$ cat src/rtl/pb_run_ctrl.sv
// -----------------------------------------------------------------------------
// pb_run_ctrl
//   Pushbutton run controller for the CPU core. Debounces five board buttons
//   and sequences the core through a clock enable: timed core reset, halt,
//   single-step and free-run with a programmable enable divider. Also keeps
//   the LED display-page select.
//
// Ports
//   clk        in   system clock
//   rst        in   synchronous reset, active-high
//   pb[4:0]    in   raw buttons (async): 0 run/stop, 1 step, 2 core reset,
//                   3 page next, 4 page prev
//   cpu_halted in   core has executed a halt (level, clk domain)
//   cpu_en     out  core clock enable (registered)
//   cpu_rst    out  core synchronous reset, active-high (registered)
//   running    out  high while free-running (registered)
//   disp_sel   out  LED display page (registered)
// -----------------------------------------------------------------------------
module pb_run_ctrl #(
  parameter logic [15:0] DEB_CYCLES = 16'd50000,
  parameter logic [7:0]  RST_CYCLES = 8'd16,
  parameter logic [23:0] RUN_DIV    = 24'd1
) (
  input  logic       clk,
  input  logic       rst,
  input  logic [4:0] pb,
  input  logic       cpu_halted,
  output logic       cpu_en,
  output logic       cpu_rst,
  output logic       running,
  output logic [1:0] disp_sel
);

  typedef enum logic [1:0] {S_CRST, S_HALT, S_RUN, S_STEP} state_t;

  // ---------------------------------------------------------------------------
  // Button path: 2-flop synchronizer, per-bit debounce, rising-edge press pulse
  // ---------------------------------------------------------------------------
  logic [4:0]  r_sync1, r_sync2;
  logic [4:0]  r_deb, r_deb_d;
  logic [4:0]  r_press;
  logic [15:0] r_deb_cnt [5];

  // NOTE: sequential state is always written with <= so every flop samples
  // the pre-edge values of its sources, regardless of statement order.
  always_ff @(posedge clk) begin
    if (rst) begin
      r_sync1 <= '0;
      r_sync2 <= '0;
      r_deb   <= '0;
      r_deb_d <= '0;
      r_press <= '0;
      // NOTE: this is five small counters held in flops, not a RAM, so
      // clearing the whole array in reset costs nothing special.
      for (int i = 0; i < 5; i++) r_deb_cnt[i] <= '0;
    end else begin
      r_sync1 <= pb;
      r_sync2 <= r_sync1;
      r_deb_d <= r_deb;
      // One pulse, one cycle after the debounced level rises.
      r_press <= r_deb & ~r_deb_d;
      for (int i = 0; i < 5; i++) begin
        if (r_sync2[i] == r_deb[i]) begin
          r_deb_cnt[i] <= '0;
        end else if (r_deb_cnt[i] == DEB_CYCLES - 16'd1) begin
          r_deb[i]     <= r_sync2[i];
          r_deb_cnt[i] <= '0;
        end else begin
          r_deb_cnt[i] <= r_deb_cnt[i] + 16'd1;
        end
      end
    end
  end

  // ---------------------------------------------------------------------------
  // Run FSM with registered outputs
  // ---------------------------------------------------------------------------
  state_t      r_state, w_state_nxt;
  logic [7:0]  r_rst_cnt, w_rst_cnt_nxt;
  logic [23:0] r_div, w_div_nxt;
  logic        r_cpu_en, w_cpu_en_nxt;
  logic        r_cpu_rst, w_cpu_rst_nxt;
  logic        r_running, w_running_nxt;
  logic [1:0]  r_disp_sel, w_disp_sel_nxt;

  // NOTE: every signal gets a default before the case so no path leaves a
  // combinational output unassigned (which would infer a latch).
  always_comb begin
    w_state_nxt   = r_state;
    w_rst_cnt_nxt = r_rst_cnt;
    w_div_nxt     = r_div;
    w_cpu_en_nxt  = 1'b0;
    w_cpu_rst_nxt = 1'b0;
    w_running_nxt = 1'b0;

    // A reset press wins over everything else outside CRST; inside CRST it
    // is ignored and does not restart the reset timer.
    if (r_state != S_CRST && r_press[2]) begin
      w_state_nxt   = S_CRST;
      w_cpu_rst_nxt = 1'b1;
      w_rst_cnt_nxt = '0;
    end else begin
      case (r_state)
        S_CRST: begin
          if (r_rst_cnt == RST_CYCLES - 8'd1) begin
            w_state_nxt   = S_HALT;
            w_rst_cnt_nxt = '0;
          end else begin
            w_cpu_rst_nxt = 1'b1;
            w_rst_cnt_nxt = r_rst_cnt + 8'd1;
          end
        end
        S_HALT: begin
          // Run beats step when both arrive together.
          if (!cpu_halted && r_press[0]) begin
            w_state_nxt   = S_RUN;
            w_running_nxt = 1'b1;
            w_div_nxt     = '0;
          end else if (!cpu_halted && r_press[1]) begin
            w_state_nxt  = S_STEP;
            w_cpu_en_nxt = 1'b1;
          end
        end
        S_STEP: begin
          w_state_nxt = S_HALT;
        end
        S_RUN: begin
          if (cpu_halted || r_press[0]) begin
            // Leaving on a halt also suppresses a pulse due this cycle.
            w_state_nxt = S_HALT;
          end else begin
            w_running_nxt = 1'b1;
            if (r_div == RUN_DIV - 24'd1) begin
              w_cpu_en_nxt = 1'b1;
              w_div_nxt    = '0;
            end else begin
              w_div_nxt = r_div + 24'd1;
            end
          end
        end
        default: begin
          w_state_nxt   = S_CRST;
          w_cpu_rst_nxt = 1'b1;
          w_rst_cnt_nxt = '0;
        end
      endcase
    end

    // Page select runs in every state; opposing presses cancel.
    case ({r_press[4], r_press[3]})
      2'b01:   w_disp_sel_nxt = r_disp_sel + 2'd1;
      2'b10:   w_disp_sel_nxt = r_disp_sel - 2'd1;
      default: w_disp_sel_nxt = r_disp_sel;
    endcase
  end

  always_ff @(posedge clk) begin
    if (rst) begin
      r_state    <= S_CRST;
      r_rst_cnt  <= '0;
      r_div      <= '0;
      r_cpu_en   <= 1'b0;
      r_cpu_rst  <= 1'b1;
      r_running  <= 1'b0;
      r_disp_sel <= '0;
    end else begin
      r_state    <= w_state_nxt;
      r_rst_cnt  <= w_rst_cnt_nxt;
      r_div      <= w_div_nxt;
      r_cpu_en   <= w_cpu_en_nxt;
      r_cpu_rst  <= w_cpu_rst_nxt;
      r_running  <= w_running_nxt;
      r_disp_sel <= w_disp_sel_nxt;
    end
  end

  assign cpu_en   = r_cpu_en;
  assign cpu_rst  = r_cpu_rst;
  assign running  = r_running;
  assign disp_sel = r_disp_sel;

endmodule

$ cat config.mk
export PLATFORM = sky130hd
export DESIGN_NAME = pb_run_ctrl
export DESIGN_NICKNAME = d
export VERILOG_FILES = /design/src/rtl/pb_run_ctrl.sv
export SDC_FILE = /design/constraint.sdc
export NUM_CORES = 1
export LEC_CHECK = 0
export BUFFER_PORTS_ARGS = -buffer_cell sky130_fd_sc_hd__buf_2
export CORE_MARGIN = 5
export CORE_UTILIZATION = 51
export DETAILED_ROUTE_END_ITERATION = 8
export PLACE_DENSITY = 0.69
export SLEW_MARGIN = 20
export SYNTH_ARGS = -nofsm -noshare
export SYNTH_HDL_FRONTEND = slang
export SYNTH_SLANG_ARGS = --single-unit
export TNS_END_PERCENT = 50
$ cat constraint.sdc
create_clock -name clk -period 2 [get_ports clk]
set_clock_uncertainty 0.1 [all_clocks]
set_input_delay 0.2 -clock clk [delete_from_list [all_inputs] [get_ports clk]]
set_output_delay 0.2 -clock clk [all_outputs]
set_load 0.01 [all_outputs]
==> metrics <==
status=finished, final reports clean; peak supply drop=around 520 uV; minimum clock period=1.99 ns; nets@finish=a little under 900; cell mode on critical path=and3_4; adder-cell share of the synthesized area=under 10%; post-synthesis area per instance=a little over 10 um2; Crit path max-delay family=simple AND/OR/NAND/NOR gates; GR Overflow Total=0; Power per Cell Area=approximately 710 mW/mm2; Hold/Removal Path Class=in2reg; Max FO, Critical Path=8; Synth Instances=roughly 700; first-pass GRT wire length=23300 um; setup TNS=0 ns; RSZ-0062 raised after global routing=true; clk slew on worst S/H paths=approximately 0.060 ns; main combinational cell family by area after synthesis=simple AND/OR/NAND/NOR gates; IO buf count=12; R2R depth=7; TritonCTS clock tree=built; Max Freq=0.502 GHz; commonest cells after routing, fill and taps aside=122 x nor2_1, 80 x edfxtp_1, 80 x conb_1; initial antenna violation count=0; Yosys cell types=between 60 and 70; antenna fix cells=0; Seq/Total Area, Yosys=51.5%; Setup crit end kind=flip-flop; CTS Buf Count=17; pin count of the biggest net entering global routing=17; htree depth=4; worst r2r dst=r_deb_cnt[1][4]; synth warn=0; Synth Area in Compound Gates=under 10%; clk sinks=between 100 and 150; boundary pin count=13; CP Capture Point=r_deb_cnt[1][4]; WL/cell=approximately 13 um; Simple-Gate Fraction of Synth Area=26.5%; Cell Area, Placed=~0.0081 mm2; Fin Hold WS=about 0.084 ns; Initial Util=about 52%; CP max stage delay=around 0.41 ns; mux contribution to synthesized area=under 10%; Design Power=6.40 mW; # Max-Cap Violations=0; Setup violations, final=0; CP startpoint=r_deb_cnt[1][1]; kind of critical path=reg2reg; Crit path required time=2.19 ns; DRT antenna net count=0; final WL=approximately 14000 um; die area=approximately 0.017 mm2; r2r setup slk=0.008 ns; Die X=~130 um; layout cells sized above 1=19.9%; most frequently used flop master after synthesis=edfxtp_1; core area=0.0138 mm2; flops & latches, synth=roughly 140; hpwl dp=around 9500 um; Slew Viols, Final=0; P_leak=3.36 nW; Post-synth EDFFs=80; GRT Total Usage=17.2%; Mapped Area=0.00716 mm2; Arr. time, crit path=roughly 2.2 ns; Finished Cell Area=around 0.009 mm2; Clock Latency Late Sink=between 0.4 and 0.5 ns; drt initial violations=314; TritonRoute pass-1 iters=5; critical path launch point type=flip-flop; CTS Root Cell=clkbuf_16; DRC errors left=0; Buf/Inv on CP=1; die extent in y=approximately 130 um; Async SR Flop Fraction=0%; via count=between 5000 and 6000; Synth Area in XOR/XNOR=11.4%; Area Growth Syn to Fin=25.6%; Critical R2R Launch=r_deb_cnt[1][1]; WP depth=7; Longest Clk Path Bufs=2; crit-path cells=ha_2 -> and3_4 -> and3_4 -> and4_1 -> or3_4 -> buf_8 -> nor2_2; global placement routability congestion=0.845; row cnt=43; critical path's slowest cell=edfxtp_1; commonest non-fill, non-tap cell in the layout=nor2_1; vias in the first global route=~5400; Fin. Hold Viols=0; Vias/cell=5.14; fin crit share=99.6%
==> kinds of logic after synthesis <==
| logic type | count (synthesis) |
|---|---|
| adders and majority gates | 12 |
| buffers and inverters | 35 |
| xor gates and xnor gates | 93 |
| DFF | 144 |
| and+or+nand+nor | 366 |
| muxes | 8 |
| AOI/OAI and AO/OA | 42 |
| other | 1 |
==> where the power goes <==
| group | internal, mW | switching [mW] | total, mW |
|---|---|---|---|
| Combinational | 0.119 | 0.139 | 0.258 |
| Clock | 1.60 | 1.26 | 2.86 |
| Sequential | 3.21 | 0.0760 | 3.28 |
| Total | 4.93 | 1.47 | 6.40 |
==> sequential cells by signal (all words and copies together) (netlist names) <==
register   cells
r_state        2
r_div         24
r_deb          5
disp_sel       2
r_sync2        5
r_deb_d        5
r_rst_cnt      8
r_press        5
r_deb_cnt     80
cpu_en         1
r_sync1        5
cpu_rst        1
running        1
==> worst min-delay path by stage <==
| stage | start | to | cells after the start | slack, ns |
|---|---|---|---|---|
| 2_1_floorplan | cpu_halted | cpu_en | 1 | 0.18 |
| 3_3_place_gp | r_deb_d[1] | r_press[1] | 1 | 0.27 |
| 3_5_place_dp | r_deb_d[2] | r_press[2] | 1 | 0.27 |
| 4_1_cts | rst | r_deb[4] | 2 | 0.08 |
| 5_1_grt | rst | r_sync1[4] | 2 | 0.1 |
| 6_report | rst | r_deb[4] | 2 | 0.08 |
==> synth_stat cells, types with 3 or more instances <==
library cell	n	share of area (%)
inv_1	16	0.84
nor4b_1	5	0.61
or3_1	9	0.79
a31oi_1	6	0.52
nor3_1	16	1.1
xnor2_1	44	5.4
buf_4	3	0.31
nand3_1	37	2.6
nand4_1	24	2.1
clkbuf_2	3	0.21
ha_1	12	2.1
nor2_1	131	6.9
and3_1	20	1.7
xor2_1	49	6.0
o21ai_0	6	0.42
clkbuf_1	5	0.26
nand4_4	3	0.89
buf_2	4	0.28
nor2b_1	23	2.0
a22o_1	3	0.37
mux2i_1	8	1.1
nand2_1	53	2.8
dfxtp_1	64	18
or2_2	3	0.26
nor4_1	13	1.1
edfxtp_1	80	34
nand2b_1	4	0.35
buf_6	3	0.47
and4_1	4	0.49
a21oi_1	10	0.70
==> timing repair <==
| action | CTS | global route |
|---|---|---|
| cloned | 1 | 2 |
| hold buffers | 6 | 0 |
| resized for setup | 13 | 47 |
| pin swaps | 4 | 10 |
| buffers inserted | 2 | 9 |
| setup endpoints to repair | 37 | 81 |
| hold endpoints to repair | 7 | 0 |
==> area by class of cell <==
cell class	instances	area [um2]
well taps	180	225
fillers	1105	4840
inverters	16	62.6
clock inverters	14	109
flip-flops and latches	144	3690
repair buffers	85	671
clock buffers	18	429
multi-input cells	602	3800
==> metrics by stage <==
stage	util, %	cells	setup slack, ns
2_1_floorplan	-	780	-0.0246
3_3_place_gp	58.3	1007	-0.0316
3_5_place_dp	58.3	1007	-0.0686
4_1_cts	63.1	1048	0.000755
5_1_grt	65.0	1059	-0.0501
6_report	65.0	1059	0.00754
==> layer usage <==
layer  GRT usage [%]  up-vias  wire (um)
li1                -     2735          -
met1            21.1     2602       6250
met2            29.4       80       6830
met3            4.19       23        404
met4            6.37        0        244
met5               0        -          0
Note: power is estimated with default switching activity, not from simulation.
